$ cat src/rtl/exception_ctrl_pkg.sv
// Shared definitions for the exception sequencer: state encodings, source indices,
// SPR numbers, per-source behaviour masks and the source->IVOR lookup.
package exception_ctrl_pkg;

  typedef enum logic [3:0] {
    ST_IDLE, ST_TAKE, ST_W_SRR0, ST_W_SRR1, ST_W_ESR, ST_W_DEAR,
    ST_VEC, ST_JUMP, ST_RFI0, ST_RFI1
  } state_e;

  localparam int EXC_NSRC = 7;
  localparam int SRC_W    = 3;

  localparam logic [SRC_W-1:0] SRC_ITLB = 3'd0;
  localparam logic [SRC_W-1:0] SRC_ISI  = 3'd1;
  localparam logic [SRC_W-1:0] SRC_PROG = 3'd2;
  localparam logic [SRC_W-1:0] SRC_SC   = 3'd3;
  localparam logic [SRC_W-1:0] SRC_DTLB = 3'd4;
  localparam logic [SRC_W-1:0] SRC_DSI  = 3'd5;
  localparam logic [SRC_W-1:0] SRC_EXT  = 3'd6;

  localparam logic [9:0] SPRN_SRR0  = 10'd26;
  localparam logic [9:0] SPRN_SRR1  = 10'd27;
  localparam logic [9:0] SPRN_DEAR  = 10'd61;
  localparam logic [9:0] SPRN_ESR   = 10'd62;
  localparam logic [9:0] SPRN_IVPR  = 10'd63;
  localparam logic [9:0] SPRN_IVOR0 = 10'd400;

  localparam int MSR_EE = 15;

  // Bit i set => source i needs that save / uses the next-PC as its return address
  localparam logic [EXC_NSRC-1:0] ESR_SRC_MASK    = 7'b0110100;
  localparam logic [EXC_NSRC-1:0] DEAR_SRC_MASK   = 7'b0110000;
  localparam logic [EXC_NSRC-1:0] NEXTPC_SRC_MASK = 7'b1001000;

  function automatic logic [9:0] ivor_sprn(input logic [SRC_W-1:0] src);
    logic [3:0] n;
    case (src)
      SRC_ITLB: n = 4'd14;
      SRC_ISI:  n = 4'd3;
      SRC_PROG: n = 4'd6;
      SRC_SC:   n = 4'd8;
      SRC_DTLB: n = 4'd13;
      SRC_DSI:  n = 4'd2;
      default:  n = 4'd4;
    endcase
    return SPRN_IVOR0 + {6'd0, n};
  endfunction

endpackage

$ cat src/rtl/exception_ctrl_prio_enc.sv
// Fixed-priority encoder: lowest set index wins.
module exception_ctrl_prio_enc #(
  parameter int N  = 7,
  parameter int IW = 3
) (
  input  logic [N-1:0]  req_i,
  output logic [IW-1:0] idx_o,
  output logic          vld_o
);

  always_comb begin
    idx_o = '0;
    vld_o = |req_i;
    for (int i = N - 1; i >= 0; i--)
      if (req_i[i]) idx_o = IW'(i);
  end

endmodule

$ cat src/rtl/exception_ctrl.sv
// Exception sequencer: arbitrates sticky requests, saves SRR0/SRR1/ESR/DEAR,
// vectors through IVPR|IVORn, and executes rfi.
module exception_ctrl
  import exception_ctrl_pkg::*;
#(
  parameter logic [31:0] MSR_CLR_MASK = 32'h0000_C030,
  parameter int          NSRC         = EXC_NSRC
) (
  input  logic            clk,
  input  logic            rst,
  input  logic [NSRC-1:0] exc_req,
  output logic [NSRC-1:0] exc_ack,
  input  logic [31:0]     epc,
  input  logic [31:0]     epc_next,
  input  logic [31:0]     esr_in,
  input  logic [31:0]     dear_in,
  input  logic [31:0]     msr_in,
  input  logic            rfi_req,
  output logic            rfi_ack,
  output logic            spr_we,
  output logic [9:0]      spr_waddr,
  output logic [31:0]     spr_wdata,
  output logic [9:0]      spr_raddr,
  input  logic [31:0]     spr_rdata,
  output logic            msr_we,
  output logic [31:0]     msr_out,
  output logic            npc_we,
  output logic [31:0]     npc,
  output logic            flush,
  output logic            busy
);

  state_e            state_q, state_d;
  logic [NSRC-1:0]   elig;
  logic [SRC_W-1:0]  win_idx, src_q;
  logic              win_vld;
  logic [31:0]       srr0_q, msr_q, esr_q, dear_q;
  logic [15:0]       ivpr_hi_q;

  // External interrupts are only eligible while MSR[EE] is set
  always_comb begin
    elig          = exc_req;
    elig[SRC_EXT] = exc_req[SRC_EXT] & msr_in[MSR_EE];
  end

  exception_ctrl_prio_enc #(.N(NSRC), .IW(SRC_W)) u_prio (
    .req_i (elig),
    .idx_o (win_idx),
    .vld_o (win_vld)
  );

  always_ff @(posedge clk) begin
    if (rst) state_q <= ST_IDLE;
    else     state_q <= state_d;
  end

  always_comb begin
    state_d = state_q;
    case (state_q)
      ST_IDLE:   if (win_vld) state_d = ST_TAKE;
                 else if (rfi_req) state_d = ST_RFI0;
      ST_TAKE:   state_d = ST_W_SRR0;
      ST_W_SRR0: state_d = ST_W_SRR1;
      ST_W_SRR1: state_d = ESR_SRC_MASK[src_q] ? ST_W_ESR : ST_VEC;
      ST_W_ESR:  state_d = DEAR_SRC_MASK[src_q] ? ST_W_DEAR : ST_VEC;
      ST_W_DEAR: state_d = ST_VEC;
      ST_VEC:    state_d = ST_JUMP;
      ST_JUMP:   state_d = ST_IDLE;
      ST_RFI0:   state_d = ST_RFI1;
      ST_RFI1:   state_d = ST_IDLE;
      default:   state_d = ST_IDLE;
    endcase
  end

  // srr0_q doubles as the rfi return-address holding register
  always_ff @(posedge clk) begin
    if (rst) begin
      src_q     <= '0;
      srr0_q    <= '0;
      msr_q     <= '0;
      esr_q     <= '0;
      dear_q    <= '0;
      ivpr_hi_q <= '0;
    end else begin
      if (state_q == ST_IDLE && win_vld) begin
        src_q  <= win_idx;
        srr0_q <= NEXTPC_SRC_MASK[win_idx] ? epc_next : epc;
        msr_q  <= msr_in;
        esr_q  <= esr_in;
        dear_q <= dear_in;
      end
      if (state_q == ST_VEC)  ivpr_hi_q <= spr_rdata[31:16];
      if (state_q == ST_RFI0) srr0_q    <= spr_rdata;
    end
  end

  always_comb begin
    exc_ack   = '0;
    rfi_ack   = 1'b0;
    spr_we    = 1'b0;
    spr_waddr = '0;
    spr_wdata = '0;
    spr_raddr = '0;
    msr_we    = 1'b0;
    msr_out   = '0;
    npc_we    = 1'b0;
    npc       = '0;
    flush     = 1'b0;
    busy      = (state_q != ST_IDLE);
    case (state_q)
      ST_TAKE:   flush = 1'b1;
      ST_W_SRR0: begin spr_we = 1'b1; spr_waddr = SPRN_SRR0; spr_wdata = srr0_q; end
      ST_W_SRR1: begin spr_we = 1'b1; spr_waddr = SPRN_SRR1; spr_wdata = msr_q;  end
      ST_W_ESR:  begin spr_we = 1'b1; spr_waddr = SPRN_ESR;  spr_wdata = esr_q;  end
      ST_W_DEAR: begin spr_we = 1'b1; spr_waddr = SPRN_DEAR; spr_wdata = dear_q; end
      ST_VEC:    spr_raddr = SPRN_IVPR;
      ST_JUMP: begin
        spr_raddr      = ivor_sprn(src_q);
        npc_we         = 1'b1;
        npc            = {ivpr_hi_q, spr_rdata[15:4], 4'b0};
        msr_we         = 1'b1;
        msr_out        = msr_q & ~MSR_CLR_MASK;
        exc_ack[src_q] = 1'b1;
      end
      ST_RFI0:   spr_raddr = SPRN_SRR0;
      ST_RFI1: begin
        spr_raddr = SPRN_SRR1;
        msr_we    = 1'b1;
        msr_out   = spr_rdata;
        npc_we    = 1'b1;
        npc       = srr0_q;
        rfi_ack   = 1'b1;
      end
      default: ;
    endcase
  end

endmodule

$ cat config.mk
export PLATFORM = sky130hd
export DESIGN_NAME = exception_ctrl
export DESIGN_NICKNAME = d
export VERILOG_FILES = /design/src/rtl/exception_ctrl_pkg.sv /design/src/rtl/exception_ctrl_prio_enc.sv /design/src/rtl/exception_ctrl.sv
export SDC_FILE = /design/constraint.sdc
export NUM_CORES = 1
export LEC_CHECK = 0
export CORE_ASPECT_RATIO = 0.7
export CORE_MARGIN = 5
export CORE_UTILIZATION = 43
export CTS_CLUSTER_SIZE = 20
export DETAILED_ROUTE_END_ITERATION = 10
export GPL_TIMING_DRIVEN = 0
export PLACE_DENSITY = 0.82
export SYNTH_ARGS = -nofsm -noshare
export SYNTH_HDL_FRONTEND = slang
export SYNTH_SLANG_ARGS = --single-unit
$ cat constraint.sdc
create_clock -name clk -period 2.2 [get_ports clk]
set_clock_uncertainty 0.2 [all_clocks]
set_input_delay 0.33 -clock clk [delete_from_list [all_inputs] [get_ports clk]]
set_output_delay 0.33 -clock clk [all_outputs]
set_load 0.02 [all_outputs]
After elaboration in Yosys (flattened, before gate mapping)
Memories as Yosys holds them, arrays and structs flattened. A register that Yosys moved wholly into a read port is not among the register bits.
Cells that the tools add are included.
{ "totals": {"output_inout_bits": 129, "rom_bits": 24, "reg_bits": 151, "input_bits": 202, "n_memories": 3} }
{ "op_classes": {"eq_ne": 15, "reduce_logical": 9, "n_lt_le_gt_ge": 3, "bitwise": 1, "mux": 36, "addsub": 1} }
{ "memory_table": {"columns": ["name", "words", "width", "rd", "rd_ports_with_merged_regs", "wr", "line_no", "source"], "rows": [
  ["(no name shown)", 8, 1, 1, 0, 0, "exception_ctrl.sv:87", "srr0_q <= NEXTPC_SRC_MASK[win_idx] ? epc_next : epc;"],
  ["(no name shown)", 8, 1, 1, 1, 0, "exception_ctrl.sv:65", "ST_W_ESR: state_d = DEAR_SRC_MASK[src_q] ? ST_W_DEAR : ST_VEC;"],
  ["(no name shown)", 8, 1, 1, 1, 0, "exception_ctrl.sv:64", "ST_W_SRR1: state_d = ESR_SRC_MASK[src_q] ? ST_W_ESR : ST_VEC;"]
]} }
{ "op_table": {"columns": ["op", "n"], "rows": [
  ["$pmux 32 s2", 2],
  ["$pmux 32 s4", 1],
  ["$mux 32", 3],
  ["$pmux 10 s4", 1],
  ["$mux 3", 11],
  ["$pmux 4 s8", 1],
  ["$pmux 4 s6", 1],
  ["$pmux 6 s4", 1],
  ["$eq 4x3->1 const B", 4],
  ["$mux 4", 3],
  ["$add 9x4->10 const A", 1],
  ["$eq 4x2->1 const B", 2],
  ["$eq 4x4->1 const B", 2],
  ["$lt 3x4->1 const B", 2],
  ["$mux 1", 8],
  ["$mux 7", 1],
  ["$reduce_or 7->1", 1],
  ["$eq 3x2->1 const B", 2],
  ["$eq 3x3->1 const B", 2],
  ["$eq 4x1->1 const B", 1],
  ["$logic_not 4->1", 1],
  ["$mux 2", 2],
  ["$reduce_bool 4->1", 1],
  ["$reduce_or 4->1", 1],
  ["other kinds (9)", 10]
]} }

Logic depth before layout (Yosys ltp)
{ "logic_depth": {"depth_word": 13, "ltp_mapped": 8, "mapped_depth_nobuf": 5} }

Cells and area by module
A second synthesis with hierarchy kept.
{ "unflattened": {"cells_unflattened": 1003, "area_unflattened_um2": 7930.1} }
{ "by_module_without_submodules": {"columns": ["mod", "seq_area_each_um2", "area_each_um2", "cells_each", "n_inst"], "rows": [
  ["exception_ctrl", 3062.9, 7857.5, 992, 1],
  ["exception_ctrl_prio_enc", 0.0, 72.6, 11, 1]
]} }

Worst setup path before layout
OpenSTA, ideal clock, no wires.
{ "synth_path": {"path_type": "register -> output", "start": "reg state_q[0]", "end": "out exc_ack[2]", "setup_slack_ps": -142, "required_time_ps": 1670, "path_buffers": 3, "arrival_time_ps": 1812, "stages_incl_launch_ff": 9, "path_cell_list": "dfxtp_1 > buf_2 > nand2_1 > or2_2 > buf_2 > inv_2 > buf_2 > nand2_1 > nor3_1"} }
{ "synth_via": {"elab_chain_len": 2} }
{ "synth_rtl": {"columns": ["item", "line_no", "source"], "rows": [
  ["from (decl)", "exception_ctrl.sv:33", "state_e state_q, state_d;"],
  ["from (signal assigned)", "exception_ctrl.sv:54", "else state_q <= state_d;"],
  ["$eq 4x3->1", "exception_ctrl.sv:110", "case (state_q)"],
  ["$mux 7", "exception_ctrl.sv:110", null],
  ["to (decl)", "exception_ctrl.sv:12", "output logic [NSRC-1:0] exc_ack,"]
]} }
Every way passes these cells.

Worst setup path after layout
{ "layout_path": {"start": "reg state_q[2]", "end": "out npc[20]"} }
{ "layout_via": {"elab_chain_len": 2, "elab_cells_between_ends": 3, "cone_classes": "2 x eq/ne; 1 x mux"} }
{ "layout_rtl": {"columns": ["item", "line_no", "source"], "rows": [
  ["$eq 4x4->1 / $eq 4x3->1 (equally long branches)", "exception_ctrl.sv:110", null],
  ["$pmux 32 s2 (*)", "exception_ctrl.sv:110", null],
  ["to (decl)", "exception_ctrl.sv:28", "output logic [31:0] npc,"]
]} }
Mark *: on every way between the ends. The rest lies on a longest branch, timed or not.

==> results.py <==
metrics = {
    "pwr": {
        "swShare_pct": 38.64,
        "power.density_mw_per_mm2": 847.5,
        "ir_drop_v": 0.0005942,
        "leakagePower_nw": 5.854,
        "power_frac_seq_pct": 33.1,
        "intPower_mw": 7.217,
        "pwr-share-comb_pct": 40.4,
        "p_switching_mw": 4.546,
        "pwr-share-clk_pct": 26.5,
    },
    "worst_setup_path": {
        "rr_startpoint": "state_q[1]",
        "ff2ff_setup_slack_ns": -0.13,
        "end_kind": "output pin",
        "r2r_end": "srr0_q[20]",
        "critPathCapture": "npc[20]",
        "arrival_ns": 2.05,
        "crit_fanout": 6,
        "start_kind": "flip-flop",
        "rr_worst_depth": 10,
        "crit_start": "state_q[2]",
        "crit_type": "reg2out",
        "cp.required_ns": 1.67,
    },
    "grt": {
        "grt_pass1_vias": 9243,
        "grt_max_degree": 17,
        "grt_usage_pct": 34.33,
        "antenna_found_initial": 1,
        "grt_overflow": 0,
        "grt_pass1_wl_um": 53870,
    },
    "floorplan": {
        "io_pins": 331,
        "placementRows": 40,
        "die_area_mm2": 0.02045,
        "die_w_um": 168.8,
        "die_h_um": 121.2,
        "start_util_pct": 43.96,
        "core_area_mm2": 0.01727,
    },
    "timing": {
        "fin_setup_tns_ns": -31.14,
        "rsz0062_at_grt": "true",
        "hold_violations": 0,
        "setup_slack_ns": -0.3752,
        "timing.fmax_mhz": 388.3,
        "slew-limit-headroom_pct": 46.68,
        "hold_ws_ns": 0.1873,
        "slew_viol_final": 0,
        "min_period_ns": 2.575,
        "setup_viol": 159,
        "worst_pin_slew_ns": 0.7998,
        "layout_worst_path_cycle_share_pct": 117.1,
    },
    "logic_synthesis": {
        "synth_async_sr_flop_share_pct": 0,
        "ys_warn_count": 0,
        "syn_avg_cell_area_um2": 7.802,
        "yosysSeqAreaShare_pct": 40.35,
        "synth_edf_count": 0,
        "syn_inst": 973,
        "synth_top_cell_by_area": "dfxtp_1",
        "synthTopCellsByArea": "dfxtp_1 40%, nand2_1 13%, a21oi_1 7.8%",
        "yosys_most_used_dff": "dfxtp_1",
        "ys_ff_latch": 153,
        "synthDistinctLibCells": 46,
        "synth_area_mm2": 0.007591,
        "yosysTopAreaCellShare_pct": 40.35,
    },
    "final_layout": {
        "final_nets": 1596,
        "syn_to_final_growth_pct": 82.86,
        "final_common_cell": "nand2_1",
        "layout-drive-gt1-share_pct": 30.56,
        "num_antenna_cells": 0,
        "finish.utilization_pct": 80.39,
        "final_cell_mix": "256 x nand2_1, 198 x clkdlybuf4s50_1, 148 x dfxtp_1, 125 x buf_6, 118 x a21oi_1",
        "fillers": 1138,
    },
    "cts": {
        "cts.sinks": 153,
        "htreeDepth": 4,
        "clk_pin_slew_ns": 0.07,
        "clockRootBuffer": "clkbuf_16",
        "clk_latency_ns": 0.42,
        "cts_tree": "yes",
        "cts_buffers": 17,
        "cts.path.max_buffers": 2,
    },
    "placement": {
        "finalWeightedCongestion": 0.9419,
        "io_buffer_count": 323,
        "dp_hpwl_um": 26840,
    },
    "run": {
        "drv_cap": 0,
    },
    "hold_path": {
        "hold_path.class": "in2reg",
        "min_path_cells": 4,
        "hold_path.startpoint": "exc_req[0]",
    },
    "route": {
        "viasPerCell": 6.129,
        "drc": 0,
        "routed_wl_um": 40890,
        "detail-route-antenna-nets": 0,
        "drtIter0Drc": 1478,
        "routedWlPerCell_um": 24.96,
        "num_vias": 10040,
        "drt_first_pass_iters": 5,
    },
    "run_status": {
        "status": "finished, violations left",
        "violations": "negative setup slack",
    },
}
Yosys cell counts (5+ instances only):
| library cell | number |
|---|---|
| nand2_1 | 263 |
| a31oi_1 | 32 |
| clkbuf_1 | 47 |
| nor3_1 | 10 |
| inv_1 | 7 |
| and2_1 | 41 |
| o22ai_1 | 32 |
| mux2i_1 | 34 |
| nand2b_1 | 8 |
| o21ai_0 | 5 |
| a21oi_1 | 119 |
| a22o_1 | 56 |
| buf_4 | 15 |
| buf_2 | 37 |
| nor2_1 | 15 |
| a22oi_1 | 64 |
| dfxtp_1 | 153 |
worst max-delay path, stage by stage, from the launching register on:
cell,delay (ns)
dfxtp_4,0.41
nand2b_1,0.27
nor2_4,0.07
buf_12,0.15
buf_12,0.15
clkbuf_16,0.16
a22o_4,0.27
buf_6,0.14
metal layers:
layer  wire length [um]  part of all wire (%)  up-vias  GRT usage (%)
met5                 13                 0.032        -              0
met4               1984                   4.9        2          11.40
met3               5102                    12      177          9.183
met2              18560                    45      819          56.04
met1              15220                    37     4766          44.19
li1                   -                     -     4275              -
repair_timing:
item,CTS,global route
pin swaps,33,61
endpoints found under the setup margin,255,253
buffers inserted,22,45
hold buffers,0,0
cloned,8,10
resized for setup,713,350
kinds of logic (layout without fill, tap and decap cells):
kind of cell | after synthesis | after routing | share of synthesized area, %
multiplexers | 36 | 36 | 4.829
buffers and inverters | 111 | 540 | 7.038
AND/OR/NAND/NOR | 349 | 349 | 19.76
XOR/XNOR | 2 | 2 | 0.2308
flip-flops | 153 | 153 | 40.35
other | 1 | 6 | 0.04940
AO/OA/AOI/OAI | 321 | 321 | 27.74
worst min path at each step:
stage | slack, ns | end
final | 0.19 | src_q[0]
after global routing | 0.24 | src_q[0]
after CTS | 0.24 | esr_q[7]
after detailed placement | 0.25 | esr_q[24]
after global placement | 0.24 | ivpr_hi_q[5]
after floorplan | 0.24 | esr_q[0]
registers in the layout, summed over array words and instances, names as in the netlist, named ones only:
signal     count
esr_q         32
state_q        4
src_q          3
msr_q         32
dear_q        32
ivpr_hi_q     16
srr0_q        32
area by class of cell:
cell class                      instances  area, um^2  share of cell area, %
Buffer                                 95       890.9                  6.418
Clock buffer                           17       425.4                  3.065
Clock inverter                         15       181.4                  1.307
Inverter                                9       53.80                 0.3876
Multi-Input combinational cell        714        4623                  33.31
Sequential cell                       153        3077                  22.17
Tap cell                              231       289.0                  2.082
Timing Repair Buffer                  404        4340                  31.27
power groups by stage:
stage	logic, mW	clock network [mW]	registers [mW]
floorplan	2.07	0	3.65
global placement	3.43	0	3.77
detailed placement	3.48	0	3.80
CTS	3.82	3.08	3.80
global route	4.99	3.22	3.93
finish	4.76	3.11	3.89
stage by stage:
step | setup WS [ns] | instance area [um^2] | cells | power (mW)
after floorplan | -0.01890 | 7615 | 978 | 5.716
after global placement | -0.9884 | 11140 | 1532 | 7.200
after detailed placement | -0.9861 | 11140 | 1532 | 7.284
after CTS | -0.3173 | 12600 | 1591 | 10.70
after global routing | -0.3963 | 13880 | 1638 | 12.14
final | -0.3752 | 13880 | 1638 | 11.76
No activity file was read; power rests on OpenSTA's default activity.
==> RTL change 1, RTL diff (same settings) <==
Reset style: asynchronous (`rst`), changed in 2 clocked blocks.
--- a/src/rtl/exception_ctrl.sv
+++ b/src/rtl/exception_ctrl.sv
@@ -50,5 +50,5 @@
   );
 
-  always_ff @(posedge clk) begin
+  always_ff @(posedge clk or posedge rst) begin
     if (rst) state_q <= ST_IDLE;
     else     state_q <= state_d;
@@ -74,5 +74,5 @@
 
   // srr0_q doubles as the rfi return-address holding register
-  always_ff @(posedge clk) begin
+  always_ff @(posedge clk or posedge rst) begin
     if (rst) begin
       src_q     <= '0;
Formal check against the unedited RTL: differs if rst is asserted again (counterexample within 4 cycles, from zero or initial values and one cycle with rst high); with rst held inactive, the same outputs for 10 cycles.
==> RTL change 1 against the unedited design <==
The run still ends with setup timing left. Non-clock buffer count down 41. Utilization down 5.8 points. Critical path depth up 2. Fmax down 2.7%. Sequential cell count down 2. Setup slack worse by 0.070 ns. Design area up 2.7%. Synthesized area up 11%. Wire length down 9.7%. Critical path type unchanged. Largest cell class is now multi-input gates.
Power is not compared: it rests on default switching activity, and its combinational part moved more than twofold at a synthesized area within 25%.
==> RTL change 1: results (changes against the unedited design) <==
* Vias in the first global route at 8375 (was 9243)
* Endpoints failing setup at 118 (was 159)
* Initial DRC count at 648 (was 1478)
* GR Util met1 at 39.9% (was 44.2%)
* Resize count post-CTS at 717 (was 713)
* Setup ws final at -0.446 ns (was -0.375 ns)
* DP HPWL at 25300 um (was 26800 um)
* Fraction of area in registers at 26.5% (was 22.2%)
* NonClk Buf Share at 33.4% (was 37.7%)
* Sequential share of the synthesized area at 44.7% (was 40.3%)
* Slowest cell on the critical path: dfrtp_1 (was dfxtp_4)
* Share of cells above drive strength 1 at 47.0% (was 30.6%)
* Syn Area/Cell at 12.0 um2 (was 7.80 um2)
* Largest net degree at the start of global routing at 41 (was 17)
* PortBufs at 324 (was 323)
* GRT Util Overall at 30.4% (was 34.3%)
* Met1 wire length at 15100 um (was 15200 um)
* Gp weighted congestion at 0.898 (was 0.942)
* Met2 Use GR at 48.8% (was 56.0%)
* Post-CTS Setup Bufs at 44 (was 22)
* Nets@finish at 1315 (was 1596)
* Detail Route met2 WL at 17100 um (was 18600 um)
* Least-Margin Pin Slew at 0.508 ns (was 0.800 ns)
* Start point of the critical path: state_q[0] (was state_q[2])
* WL met3 at 3500 um (was 5100 um)
* Multi-input gate count at 481 (was 714)
* Status: finished with violations (unchanged)
* Non-CTS buffers at 458 (was 499)
* Routed vias/inst at 5.81 (was 6.13)
* Largest cells by area after synthesis: dfrtp_1 45%, mux2_4 14%, a22o_1 5.8% (was dfxtp_1 40%, nand2_1 13%, a21oi_1 7.8%)
* # diodes at 1 (was 0)
* Failing checks: setup timing (unchanged)
* Synth cell count leaders: 151 x dfrtp_1, 92 x nand2_1, 80 x mux2_4, 64 x a22oi_1, 56 x a22o_1 (was 263 x nand2_1, 153 x dfxtp_1, 119 x a21oi_1, 64 x a22oi_1, 56 x a22o_1)
* R2r setup slk at 0.06 ns (was -0.13 ns)
[RTL change 1: changes by cell type after synthesis, moves of 12 or more]
cell | unedited run | this run
and2_1 | 41 | 9
nand2_1 | 263 | 92
buf_2 | 37 | 16
dfxtp_1 | 153 | 0
clkbuf_1 | 47 | 27
o221ai_2 | 0 | 12
dfrtp_1 | 0 | 151
mux2_2 | 1 | 33
a31oi_1 | 32 | 0
mux2_4 | 1 | 80
o22ai_1 | 32 | 0
a21oi_1 | 119 | 6
o221ai_1 | 0 | 20
[RTL change 1: logic make-up after synthesis]
family                    Yosys count  share of synthesized area, %
and+or+nand+nor                   154                          8.45
AOI/OAI and AO/OA                 173                          17.4
buffers and inverters              77                          6.71
muxes                             146                          22.5
DFF                               151                          44.7
other                               1                        0.0444
xor gates and xnor gates            2                         0.207
[RTL change 1: through the flow]
step                      area (um2)  setup TNS [ns]  hold slack (ns)  utilization [%]
final                          14300          -32.15           0.0935             74.5
after detailed placement       12200         -176.60            0.295             64.0
after CTS                      13700          -29.39            0.112             71.8
after floorplan                 8590          -35.18            0.227                -
after global routing           14300          -37.64            0.103             74.5
after global placement         12200         -419.16            0.289             63.6
[RTL change 1: worst paths after layout]
check / cells past startpoint / endpoint
setup / recovery: 9 / spr_wdata[28]
hold / removal: 2 / src_q[1]
setup reg to reg: 7 / srr0_q[6]
hold reg to reg: 1 / ivpr_hi_q[13]
max in group asynchronous: 6 / esr_q[22]
min in group asynchronous: 3 / dear_q[4]
[RTL change 1: worst register-to-register path: cells and delay by family (launching register included)]
kind	cells	cell delay [ns]
AOI/OAI and AO/OA	1	0.20
DFF	1	0.40
buffers and inverters	4	0.93
and+or+nand+nor	2	0.26
==> RTL change 2, RTL diff (config.mk and constraints unchanged) <==
Without the edit above. `SRC_W`: 3 -> 5.
--- a/src/rtl/exception_ctrl_pkg.sv
+++ b/src/rtl/exception_ctrl_pkg.sv
@@ -9,5 +9,5 @@
 
   localparam int EXC_NSRC = 7;
-  localparam int SRC_W    = 3;
+  localparam int SRC_W    = 5;
 
   localparam logic [SRC_W-1:0] SRC_ITLB = 3'd0;
Behaviour: same outputs for any inputs over 10 cycles, from zero or initial values and one cycle with rst high; that may be too few to reach the edited logic, so the function may still have changed.
==> RTL change 2 against the unedited design <==
The run still ends with setup timing left. Power grew 0.72%. Cell count is 0.67% lower. Clock power is 2% higher. Design area fell by 2.3%. Synthesized area barely moved. Largest cell class unchanged. Sequential cell count unchanged. Wire length is 0.38% higher. Via count down 1.3%. Count of clock-buffer cells in the layout grew 1. Global-route usage grew 1.8 points. Setup slack better by 0.0040 ns. Synthesized cell count unchanged.
==> RTL change 2: results (changes against the unedited design) <==
* Status: finished with violations (unchanged)
* Failing checks: setup timing (unchanged)
* Max incr delay on CP at 0.33 ns (was 0.41 ns)
* WL met3 at 5620 um (was 5100 um)
* Detail Route met2 WL at 18400 um (was 18600 um)
* R2R depth at 8 (was 10)
* Placed cell area at 0.0111 mm2 (about the same)
* Sequential share of the synthesized area at 40.4% (was 40.3%)
* Setup ws final at -0.371 ns (was -0.375 ns)
* Share of cells above drive strength 1 at 28.6% (was 30.6%)
* Hold Path Stages at 3 (was 4)
* First-pass DRT Iterations at 6 (was 5)
* Fraction of area in multi-input gates at 33.2% (was 33.3%)
* GR Util met1 at 46.1% (was 44.2%)
* # clk buffers at 18 (was 17)
* Pre-CTS setup slack at -1.25 ns (was -0.986 ns)
* Grt met3 use at 11.5% (was 9.18%)
* Worst R2R End: srr0_q[27] (was srr0_q[20])
* ClkCell Share at 4.59% (was 4.37%)
* Endpoints failing setup at 119 (was 159)
* Non-CTS buffers at 487 (was 499)
* DP HPWL at 26500 um (was 26800 um)
* Slowest cell on the critical path: dfxtp_2 (was dfxtp_4)
* NonClk Buf Share at 37.0% (was 37.7%)
* Multi-input gate count at 715 (was 714)
* R2r setup slk at -0.03 ns (was -0.13 ns)
* Psw at 4.56 mW (was 4.55 mW)
[RTL change 2: cell count changes in the layout (fill, tap and decap cells not counted), sizes merged]
cell	delta
clkbuf	-11
dlygate4sd2	+2
buf	+1
clkdlybuf4s15	+1
clkinv	-1
inv	-1
or2	+1
clkdlybuf4s50	-1
dlymetal6s2s	-3
bufinv	+1
[RTL change 2: kinds of logic (layout without fill, tap and decap cells)]
family | Yosys count | in the layout | share of synthesized area (%)
and+or+nand+nor | 349 | 350 | 19.8
AOI/OAI and AO/OA | 321 | 321 | 27.8
buffers and inverters | 111 | 528 | 6.99
muxes | 36 | 36 | 4.83
other | 1 | 6 | 0.0494
xor gates and xnor gates | 2 | 2 | 0.231
DFF | 153 | 153 | 40.4
[RTL change 2: worst max path at each step]
| stage | slack (ns) | end | cells after the start | start |
|---|---|---|---|---|
| floorplan | -0.02 | msr_out[11] | 8 | state_q[0] |
| detailed placement | -1.25 | spr_wdata[17] | 7 | state_q[0] |
| finish | -0.37 | spr_wdata[4] | 9 | state_q[0] |
| global placement | -1.24 | spr_wdata[17] | 7 | state_q[0] |
| CTS | -0.32 | spr_wdata[13] | 8 | state_q[1] |
| global route | -0.40 | msr_out[22] | 9 | state_q[0] |
[RTL change 2: power by group through the flow]
stage,Sequential (mW),Clock [mW],Combinational [mW]
floorplan,3.65,0,2.07
global placement,3.81,0,3.48
detailed placement,3.83,0,3.54
CTS,3.82,3.14,4.12
global route,3.94,3.29,4.96
finish,3.91,3.18,4.76
[RTL change 2: repair_timing]
action / 4_1_cts / 5_1_grt
endpoints found under the setup margin: 255 / 242
pin swaps: 55 / 47
gates cloned: 6 / 4
buffers inserted: 34 / 26
gates resized for setup: 895 / 141
